--- config.mk ---
export PLATFORM = sky130hd
export DESIGN_NAME = instruction_fetch
export DESIGN_NICKNAME = d
export VERILOG_FILES = /design/src/rtl/instruction_fetch.sv
export SDC_FILE = /design/constraint.sdc
export NUM_CORES = 1
export LEC_CHECK = 0
export CAP_MARGIN = 30
export CORE_ASPECT_RATIO = 2
export CORE_UTILIZATION = 46
export CTS_CLUSTER_SIZE = 16
export DETAILED_ROUTE_END_ITERATION = 12
export HOLD_SLACK_MARGIN = 0.08
export PLACE_DENSITY = 0.74
export SYNTH_ARGS = -nofsm -noshare
export SYNTH_HDL_FRONTEND = slang
export SYNTH_SLANG_ARGS = --single-unit
--- constraint.sdc ---
create_clock -name clk -period 3.4 [get_ports clk]
set_clock_uncertainty 0.2 [all_clocks]
set_input_delay 0.34 -clock clk [delete_from_list [all_inputs] [get_ports clk]]
set_output_delay 0.34 -clock clk [all_outputs]
set_load 0.01 [all_outputs]
--- src/rtl/instruction_fetch.sv ---
// instruction_fetch: owns the PC, prefetches from a 1-cycle sync memory
// into a small buffer, and supports jump redirect with flush.
module instruction_fetch #(
  parameter int ADDR_W = 8,
  parameter int DATA_W = 8,
  parameter int DEPTH  = 2
) (
  input  logic              clk,
  input  logic              rst_n,
  input  logic              halt,
  input  logic              jump_valid,
  input  logic [ADDR_W-1:0] jump_target,
  output logic              mem_rd_en,
  output logic [ADDR_W-1:0] mem_addr,
  input  logic [DATA_W-1:0] mem_rdata,
  output logic [DATA_W-1:0] instr,
  output logic [ADDR_W-1:0] instr_pc,
  output logic              instr_valid,
  input  logic              instr_ready
);

  localparam int PTR_W = $clog2(DEPTH);
  localparam int CNT_W = PTR_W + 1;
  localparam logic [CNT_W:0] CAP = (CNT_W+1)'(DEPTH);

  typedef enum logic {
    RUN,
    REDIRECT
  } state_t;

  typedef struct packed {
    logic [DATA_W-1:0] data;
    logic [ADDR_W-1:0] pc;
  } entry_t;

  state_t            state_q, state_d;
  logic [ADDR_W-1:0] pc_q, pc_d;
  logic [ADDR_W-1:0] tag_q;
  logic              inflight_q;
  entry_t            fifo_q [DEPTH];
  logic [PTR_W-1:0]  rd_ptr_q, wr_ptr_q;
  logic [CNT_W-1:0]  count_q, count_d;
  logic [CNT_W:0]    credit;
  logic              pop;
  logic              push;
  logic              issue;

  assign instr_valid = (count_q != '0);
  assign pop         = instr_valid & instr_ready;
  // A read landing in a jump cycle belongs to the old stream.
  assign push        = inflight_q & ~jump_valid;

  assign credit = {1'b0, count_q}
                + {{CNT_W{1'b0}}, inflight_q}
                - {{CNT_W{1'b0}}, pop};

  always_comb begin
    state_d = state_q;
    pc_d    = pc_q;
    issue   = 1'b0;
    unique case (state_q)
      RUN: begin
        if (jump_valid) begin
          state_d = REDIRECT;
          pc_d    = jump_target;
        end else begin
          issue = rst_n & ~halt & (credit < CAP);
          if (issue) pc_d = pc_q + ADDR_W'(1);
        end
      end
      REDIRECT: begin
        state_d = RUN;
        if (jump_valid) begin
          state_d = REDIRECT;
          pc_d    = jump_target;
        end
      end
      default: state_d = RUN;
    endcase
  end

  always_comb begin
    count_d = count_q;
    if (jump_valid) count_d = '0;
    else count_d = count_q + CNT_W'(push) - CNT_W'(pop);
  end

  assign mem_rd_en = issue;
  assign mem_addr  = pc_q;
  assign instr     = fifo_q[rd_ptr_q].data;
  assign instr_pc  = fifo_q[rd_ptr_q].pc;

  always_ff @(posedge clk or negedge rst_n) begin
    if (!rst_n) begin
      state_q    <= RUN;
      pc_q       <= '0;
      tag_q      <= '0;
      inflight_q <= 1'b0;
      count_q    <= '0;
      rd_ptr_q   <= '0;
      wr_ptr_q   <= '0;
    end else begin
      state_q    <= state_d;
      pc_q       <= pc_d;
      inflight_q <= issue;
      count_q    <= count_d;
      if (issue) tag_q <= pc_q;
      if (jump_valid) begin
        rd_ptr_q <= '0;
        wr_ptr_q <= '0;
      end else begin
        if (push) wr_ptr_q <= wr_ptr_q + PTR_W'(1);
        if (pop)  rd_ptr_q <= rd_ptr_q + PTR_W'(1);
      end
    end
  end

  always_ff @(posedge clk or negedge rst_n) begin
    if (!rst_n) begin
      for (int i = 0; i < DEPTH; i++) fifo_q[i] <= '0;
    end else if (push) begin
      fifo_q[wr_ptr_q] <= '{data: mem_rdata, pc: tag_q};
    end
  end

endmodule
==> metrics.cfg, run 1 <==
[yosys]
synth.net_count=211
synth_area_leaders=dfrtp_1 (53%), mux2_2 (20%), mux2_1 (4.5%), ha_1 (1.5%), o21ai_0 (1.4%)
synth_seq_area_share_pct=53.5
synth_top_cell_by_area=dfrtp_1
yosys_most_used_dff=dfrtp_1
synth-edff-count=0
ys_types=44
yosysWarningCount=0
synth_top_area_share_pct=53.5
syn_area_um2=2530
synth_area_per_cell_um2=13.6
synth-seq-cells=54
synthArstFlopShare_pct=100
synth_cells=186

[timing]
setup_violations=0
tns_ns=0
rsz0062_at_grt=no
max_freq_mhz=304
tightest_slew_ns=0.758
fin_crit_sh_pct=96.8
slew_violations=0
fin_crit_ns=3.29
final_hold_viol_count=0
relSlewSlack_pct=49.4

[floorplan]
core_um2=5230
rows=37
start_util_pct=48.3
die_w_um=54.4
dieHeight_um=107
ios=47
die-area_um2=5810

[clock_tree]
insertion_delay_ns=0.30
cts_root_buf=clkbuf_8
clk_pin_slew_worst_paths_ns=0.09
numCtsBuffers=5
cts.sinks=54
tritoncts=done
cts_max_level=2
clock_tree.buffer_depth=2

[worst_setup_path]
crit_family=simple AND/OR/NAND/NOR gates
critPathKind=flop to output pin
crit_path_cell_trace=or2_2, nand2_1, nor2_2, fa_1, and4bb_4, nand2_2, nor2_8, clkdlybuf4s50_1
startpoint_type=flop
path_buf_inv=1
cpMaxStageDelayCell=clkdlybuf4s50_1
end_kind=output pin
crit_arrival_ns=2.75
required_ns=2.86
max_stage_delay_ns=0.54
critPathMaxFanout=4

[power_and_ir_drop]
p_leak_nw=1.45
power_density_nw_per_um2=655
vdd_ir_drop_max_mv=0.413

[flow_run]
maxCapViolations=0

[detailed_routing]
vias_per_cell=5.41
wl_mm=4.52
drt-pass1-iter-count=4
vias=1596
antenna_left=0
drc=0
first_iter_violations=25
wire_per_inst_um=15.3

[global_routing]
grt_pass1_vias=1610
grt_pass1_wl_mm=7.40
overflow=0
antenna_found_initial=0
grt_start_max_net_pins=55
globalRouteTotalUtil_pct=17.7

[final_layout]
utilization_pct=59.9
fin_cells=295
area_delta_synth_final_pct=24.0
finalNetCount=262
layout-drive-gt1-share_pct=29.5
diodes=0

[place]
dp_cells=285
port-buffer-count=46
dp_hpwl_mm=3.16
place.gp.congestion=0.804

[hold_path]
hold_path.class=flop to flop

[run_status]
outcome=finished clean

## layer usage
| layer | up-vias | global-route usage (%) | part of all wire (%) |
|---|---|---|---|
| li1 | 764 | - | - |
| met1 | 794 | 19.9 | 40 |
| met2 | 32 | 30.2 | 54 |
| met3 | 6 | 2.41 | 3.2 |
| met4 | 0 | 9.34 | 2.5 |
| met5 | - | 0 | 0 |
## what timing repair did
item                       in CTS  in global routing
hold buffers                    1                  0
setup endpoints to repair       1                  1
resized for setup               1                  1
buffers inserted                0                  2
hold endpoints to repair       54                  0
pin swaps                       0                  1
## worst paths after layout
check	depth (start not counted)	to	start	slack, ns
max in group asynchronous	3	count_q[1]	rst_n	1.93
worst min register to register	1	fifo_q[9]	fifo_q[9]	0.29
worst max register to register	9	mem_addr[6]	count_q[0]	0.49
min in group asynchronous	3	mem_addr[4]	rst_n	0.56
worst min-delay path	1	fifo_q[9]	fifo_q[9]	0.29
worst max-delay path	8	mem_rd_en	count_q[0]	0.11
## worst register-to-register path, delay by kind of cell, from the launching register on
family                     cells  cell delay (ns)
AOI/OAI and AO/OA              4             1.00
and+or+nand+nor                4             0.75
DFF                            1             0.42
adders and majority gates      1             0.44
## synth_stat cells (all sizes together), types with 3 or more instances
cell and n:
nand2 6, buf 7, o21ai 8, mux2 56, a21oi 6, nor2 11, ha 3, xnor2 3
dfrtp 54
## per-stage QoR
| stage | power (mW) | instance area [µm²] | hold WS (ns) | setup slack (ns) |
|---|---|---|---|---|
| 6_report | 2.05 | 3130 | 0.292 | 0.107 |
| 5_1_grt | 2.20 | 3130 | 0.321 | 0.00872 |
| 4_1_cts | 2.07 | 3120 | 0.300 | 0.0314 |
| 3_5_place_dp | 1.73 | 3020 | 0.279 | 0.0930 |
| 3_3_place_gp | 1.71 | 3020 | 0.268 | 0.107 |
| 2_1_floorplan | 1.38 | 2530 | -0.156 | 0.751 |
## registers in the layout, summed over array words and instances, names as in the netlist
| register | flops |
|---|---|
| mem_addr | 8 |
| tag_q | 8 |
| state_q | 1 |
| wr_ptr_q | 1 |
| fifo_q | 32 |
| count_q | 2 |
| rd_ptr_q | 1 |
| inflight_q | 1 |
## cell usage in the layout, fill, tap and decap left out, types with 3 or more instances in the layout
cell | synthesis | layout
dfrtp_1 | 54 | 53
mux2_2 | 46 | 46
a21oi_1 | 5 | 5
nand2_1 | 5 | 5
mux2_1 | 10 | 10
clkdlybuf4s50_1 | 0 | 45
nor2_1 | 8 | 7
ha_1 | 3 | 3
clkbuf_8 | 0 | 5
buf_4 | 1 | 5
o21ai_0 | 7 | 7
## area by class of cell
| type | instances | area [µm²] |
|---|---|---|
| fillers | 420 | 2100 |
| flip-flops and latches | 54 | 1350 |
| multi-input cells | 122 | 1120 |
| repair buffers | 52 | 503 |
| clock buffers | 6 | 72.6 |
| well taps | 58 | 72.6 |
| clock inverters | 1 | 7.51 |
| inverters | 2 | 7.51 |
## report_power, final
part / total (mW) / switching [mW] / internal [mW] / leakage (nW)
Sequential: 0.964 / 0.139 / 0.825 / 0.698
Clock: 0.335 / 0.193 / 0.142 / 0.0373
Combinational: 0.753 / 0.261 / 0.492 / 0.714
Total: 2.05 / 0.594 / 1.46 / 1.45
## cell families (layout without fill, tap and decap cells)
group	after synthesis	in the layout	synth area share, %
AO/OA/AOI/OAI	24	24	6.04
XOR/XNOR	5	5	2.03
adder cells (fa/ha/maj)	4	4	2.28
buffers and inverters	10	61	2.43
flip-flops	54	54	53.5
multiplexers	57	57	25.3
AND/OR/NAND/NOR	32	32	8.42
Note: power is estimated with default switching activity, not from simulation.
==> inputs of run 2 (changes only) <==
--- a/config.mk
+++ b/config.mk
@@ -7,11 +7,11 @@
 export LEC_CHECK = 0
 export CAP_MARGIN = 30
 export CORE_ASPECT_RATIO = 2
-export CORE_UTILIZATION = 46
+export CORE_UTILIZATION = 52
 export CTS_CLUSTER_SIZE = 16
 export DETAILED_ROUTE_END_ITERATION = 12
 export HOLD_SLACK_MARGIN = 0.08
-export PLACE_DENSITY = 0.74
+export PLACE_DENSITY = 0.82
 export SYNTH_ARGS = -nofsm -noshare
 export SYNTH_HDL_FRONTEND = slang
 export SYNTH_SLANG_ARGS = --single-unit
==> metrics.cfg, run 2 (synthesis gave the netlist of run 1 again) <==
[final_layout]
largest_reg_flops=32  ; unchanged
fillers=359  ; -15%
diodes=0  ; unchanged
area_delta_synth_final_pct=24.6
stdcell_area_um2=3150  ; +0.52%
finalNetCount=261  ; -0.38%
fin_cells=292  ; -1.0%
largest-register=fifo_q
layout-drive-gt1-share_pct=29.5  ; unchanged
layout_commonest_cell=dfrtp_1
final_cell_mix=dfrtp_1 (53), mux2_2 (46), clkdlybuf4s50_1 (45), mux2_1 (10)

[power_and_ir_drop]
combPwrFrac_pct=35.6  ; -1.1 points
power.share.sequential_pct=45.5  ; -1.5 points
p_leak_nw=1.46  ; +1.1%
power_density_nw_per_um2=675  ; +3.0%
clkPwrFrac_pct=18.8  ; +2.5 points
swShare_pct=28.5  ; -0.42 points
p_int_mw=1.52  ; +4.2%
switching_power_mw=0.606  ; +2.1%
vdd_ir_drop_max_mv=0.435  ; +5.2%

[timing]
slew_violations=0  ; unchanged
setup_violations=0  ; unchanged
fin_crit_sh_pct=97.2  ; +0.38 points
tightest_slew_ns=0.754  ; -0.00421 ns
max_freq_mhz=303  ; -0.39%
fin_crit_ns=3.31  ; +0.0130 ns
fin_hold_ws_ns=0.294  ; +0.00199 ns
relSlewSlack_pct=49.7  ; +0.28 points
final_hold_viol_count=0  ; unchanged

[clock_tree]
numCtsBuffers=5  ; unchanged
clock_tree.buffer_depth=2  ; unchanged
clk_pin_slew_worst_paths_ns=0.09  ; about the same
cts_max_level=2  ; unchanged
cts_root_buf=clkbuf_8
cts.sinks=54  ; unchanged
tritoncts=done
insertion_delay_ns=0.30  ; about the same

[hold_path]
hold_path.class=flop to flop

[worst_setup_path]
crit_path_cell_trace=or2_2, nand2_1, nor2_1, o21ai_0, fa_1, and4bb_4, nand2_2, nor2_8, clkdlybuf4s50_1
crit_family=simple AND/OR/NAND/NOR gates
crit_arrival_ns=2.77  ; +0.02 ns
critPathKind=flop to output pin
startpoint_type=flop
path_buf_inv=1  ; unchanged
max_stage_delay_ns=0.54  ; about the same
cpMaxStageDelayCell=clkdlybuf4s50_1
required_ns=2.86  ; about the same
critPathMaxFanout=4  ; unchanged
end_kind=output pin

[global_routing]
grt_pass1_wl_mm=7.86  ; +6.3%
busiest_layer=met2
grtUsageMet2_pct=35.4  ; +5.2 points
grt_pass1_vias=1628  ; +1.1%
use_met3_pct=4.52  ; +2.1 points
use_met1_pct=24.2  ; +4.3 points
overflow=0  ; unchanged
antenna_found_initial=0  ; unchanged
globalRouteTotalUtil_pct=20.7  ; +3.1 points
grt_start_max_net_pins=55  ; unchanged

[place]
place.gp.congestion=0.777  ; -3.4%
port-buffer-count=46  ; unchanged
dp_hpwl_mm=3.32  ; +4.8%
dp_cells=282  ; -1.1%
dpl_cell_area_um2=3020  ; -0.12%

[floorplan]
dieHeight_um=101  ; -5.8%
die_w_um=51.3  ; -5.7%
die-area_um2=5160  ; -11%
core_um2=4640  ; -11%
start_util_pct=54.4  ; +6.1 points
rows=35  ; -5.4%
ios=47  ; unchanged

[detailed_routing]
vias=1626  ; +1.9%
antenna_left=0  ; unchanged
wl_mm=4.62  ; +2.2%
vias_per_cell=5.57  ; +2.9%
wire_per_inst_um=15.8  ; +3.3%
first_iter_violations=26  ; +4.0%
drc=0  ; unchanged
drt-pass1-iter-count=4  ; unchanged

[flow_run]
maxCapViolations=0  ; unchanged

[run_status]
outcome=finished clean

[run 2: power groups by stage]
| stage | sequential (mW) | combinational (mW) | clock (mW) |
|---|---|---|---|
| 6_report | 0.968 | 0.757 | 0.400 |
| 3_3_place_gp | 0.970 | 0.735 | 0 |
| 3_5_place_dp | 0.985 | 0.754 | 0 |
| 2_1_floorplan | 0.928 | 0.451 | 0 |
| 5_1_grt | 1.00 | 0.824 | 0.436 |
| 4_1_cts | 0.974 | 0.758 | 0.406 |
[run 2: metal layers]
| layer | vias up | share of wire (%) | wire length, µm |
|---|---|---|---|
| met5 | - | 0 | 0 |
| met4 | 0 | 3.0 | 140 |
| met3 | 11 | 4.1 | 190 |
| met2 | 43 | 53 | 2460 |
| met1 | 805 | 40 | 1830 |
| li1 | 767 | - | - |
[run 2: path summary, 6_finish.rpt]
path / endpoint / slack [ns] / cells past startpoint / start
max: mem_rd_en / 0.09 / 9 / count_q[0]
max in group asynchronous: count_q[1] / 1.94 / 3 / rst_n
max reg2reg: mem_addr[6] / 0.48 / 9 / count_q[0]
min: fifo_q[8] / 0.29 / 1 / fifo_q[8]
min in group asynchronous: fifo_q[10] / 0.57 / 3 / rst_n
min reg2reg: fifo_q[8] / 0.29 / 1 / fifo_q[8]
[run 2: per-stage QoR]
stage	utilization [%]	power (mW)	worst slack, ns	TNS (ns)
2_1_floorplan	-	1.38	0.751	0
3_3_place_gp	65.1	1.71	0.119	0
3_5_place_dp	65.1	1.74	0.0909	0
4_1_cts	67.7	2.14	0.0265	0
5_1_grt	67.8	2.26	-0.0291	-0.0291
6_report	67.8	2.13	0.0945	0
[run 2: what timing repair did]
item | in CTS | in global routing
endpoints found under the hold margin | 54 | 0
pin swaps | 0 | 1
gates resized for setup | 1 | 0
buffers inserted | 0 | 1
hold buffers | 1 | 0
endpoints found under the setup margin | 1 | 1
[run 2: cell type report]
cell class / instances / area [µm²] / share of cell area, %
multi-input cells: 122 / 1110 / 35.4
well taps: 55 / 68.8 / 2.19
inverters: 2 / 7.51 / 0.238
clock buffers: 8 / 110 / 3.50
flip-flops and latches: 54 / 1350 / 42.9
repair buffers: 51 / 495 / 15.7
==> inputs of run 3 (changes only) <==
--- a/config.mk
+++ b/config.mk
@@ -6,12 +6,12 @@
 export NUM_CORES = 1
 export LEC_CHECK = 0
 export CAP_MARGIN = 30
-export CORE_ASPECT_RATIO = 2
-export CORE_UTILIZATION = 52
+export CORE_ASPECT_RATIO = 1.75
+export CORE_UTILIZATION = 35
 export CTS_CLUSTER_SIZE = 16
 export DETAILED_ROUTE_END_ITERATION = 12
 export HOLD_SLACK_MARGIN = 0.08
-export PLACE_DENSITY = 0.82
+export PLACE_DENSITY = 0.59
 export SYNTH_ARGS = -nofsm -noshare
 export SYNTH_HDL_FRONTEND = slang
 export SYNTH_SLANG_ARGS = --single-unit
==> metrics.cfg, run 3 (synthesis gave the netlist of run 1 again) <==
[final_layout]
largest_reg_flops=32  ; unchanged
layout-drive-gt1-share_pct=29.1  ; -0.42 points
fin_cells=321  ; +9.9%
final_cell_mix=dfrtp_1 (54), mux2_2 (46), clkdlybuf4s50_1 (45), mux2_1 (10)
area_delta_synth_final_pct=27.2
largest-register=fifo_q
diodes=0  ; unchanged
layout_commonest_cell=dfrtp_1
finalNetCount=262  ; +0.38%

[timing]
rsz0062_at_grt=no
final_hold_viol_count=0  ; unchanged
relSlewSlack_pct=48.5  ; -1.2 points
tns_ns=0  ; unchanged
fin_crit_sh_pct=94.9  ; -2.3 points
slew_violations=0  ; unchanged
fin_crit_ns=3.23  ; -0.0783 ns
setup_violations=0  ; unchanged
max_freq_mhz=310  ; +2.4%
tightest_slew_ns=0.773  ; +0.0185 ns

[worst_setup_path]
critPathKind=flop to output pin
end_kind=output pin
cpMaxStageDelayCell=clkdlybuf4s50_1
crit_family=simple AND/OR/NAND/NOR gates
crit_arrival_ns=2.69  ; -0.08 ns
max_stage_delay_ns=0.47  ; -0.07 ns
critPathMaxFanout=4  ; unchanged
crit_path_cell_trace=or2_2, nand2_1, nor2_2, o21ai_0, fa_1, and4bb_4, nand2_2, nor2_8, clkdlybuf4s50_1
required_ns=2.86  ; about the same
startpoint_type=flop
path_buf_inv=1  ; unchanged

[global_routing]
use_met1_pct=16.8  ; -7.4 points
grt_pass1_vias=1665  ; +2.3%
use_met3_pct=2.79  ; -1.7 points
overflow=0  ; unchanged
antenna_found_initial=0  ; unchanged
grt_pass1_wl_mm=8.00  ; +1.8%
busiest_layer=met2
grt_start_max_net_pins=55  ; unchanged
grtUsageMet2_pct=24.1  ; -11 points
globalRouteTotalUtil_pct=14.0  ; -6.7 points

[floorplan]
core_um2=6910  ; +49%
dieHeight_um=114  ; +14%
start_util_pct=36.6  ; -18 points
rows=40  ; +14%
ios=47  ; unchanged
die-area_um2=7580  ; +47%
die_w_um=66.2  ; +29%

[hold_path]
hold_path.class=input pin to async pin

[place]
port-buffer-count=46  ; unchanged
dp_cells=314  ; +11%
place.gp.congestion=0.707  ; -9.0%
dp_hpwl_mm=3.38  ; +1.8%

[clock_tree]
cts_root_buf=clkbuf_16
insertion_delay_ns=0.28  ; -0.02 ns
postCtsHoldBufs=0  ; -1
cts.sinks=54  ; unchanged
numCtsBuffers=5  ; unchanged
clk_pin_slew_worst_paths_ns=0.06  ; -0.03 ns
cts_max_level=2  ; unchanged
clock_tree.buffer_depth=2  ; unchanged
tritoncts=done

[detailed_routing]
vias=1595  ; -1.9%
drc=0  ; unchanged
drt-pass1-iter-count=4  ; unchanged
antenna_left=0  ; unchanged
vias_per_cell=4.97  ; -11%
first_iter_violations=66  ; +150%
wire_per_inst_um=14.9  ; -5.8%
wl_mm=4.78  ; +3.5%

[power_and_ir_drop]
power_mw=2.21  ; +3.8%
p_leak_nw=1.48  ; +0.82%
vdd_ir_drop_max_mv=0.278  ; -36%
power_density_nw_per_um2=687  ; +1.7%

[flow_run]
maxCapViolations=0  ; unchanged

[run_status]
outcome=finished clean

run 3: routing by layer:
| metal | vias to the layer above | routed length, µm |
|---|---|---|
| met5 | - | 0 |
| met4 | 0 | 78 |
| met3 | 6 | 183 |
| met2 | 42 | 2490 |
| met1 | 781 | 2020 |
| li1 | 766 | - |
run 3: worst register-to-register path: stages, from the launching register on:
cell and delay [ns]:
dfrtp_1 0.41, or2_2 0.31, nand2_1 0.10, nor2_2 0.05, o21ai_0 0.21, fa_1 0.45
and4bb_4 0.23, a21oi_2 0.40, a21oi_1 0.07, o2bb2a_1 0.31
run 3: cell type report:
cell class,instances,area (µm²)
clock buffers,7,133
well taps,84,105
multi-input cells,122,1120
repair buffers,52,500
flip-flops and latches,54,1350
fillers,659,3690
inverters,2,7.51
run 3: worst paths after layout:
kind | startpoint | end | slack, ns | cells past startpoint
max | count_q[0] | mem_rd_en | 0.17 | 9
min | rst_n | fifo_q[13] | 0.06 | 2
max reg2reg | count_q[0] | mem_addr[6] | 0.54 | 9
min reg2reg | fifo_q[11] | fifo_q[11] | 0.29 | 1
max in group asynchronous | rst_n | fifo_q[19] | 2.48 | 2
min in group clk | fifo_q[11] | fifo_q[11] | 0.29 | 1
run 3: per-stage QoR:
step / area, µm² / setup slack [ns] / hold WS, ns / util, %
6_report: 3210 / 0.173 / 0.0552 / 46.5
3_5_place_dp: 3080 / 0.106 / 0.278 / 44.6
2_1_floorplan: 2530 / 0.751 / -0.156 / -
5_1_grt: 3210 / 0.0365 / 0.141 / 46.5
4_1_cts: 3210 / 0.0949 / 0.109 / 46.5
3_3_place_gp: 3080 / 0.113 / 0.269 / 44.6
run 3: repair_timing:
action | in CTS | in global routing
endpoints found under the setup margin | 0 | 1
gates resized for setup | 0 | 1
buffers inserted | 0 | 0
run 3: where the power goes:
part | total (mW) | switching, mW | internal [mW]
combinational | 0.768 | 0.266 | 0.502
sequential | 0.964 | 0.138 | 0.826
clock | 0.475 | 0.205 | 0.270
total | 2.21 | 0.610 | 1.60
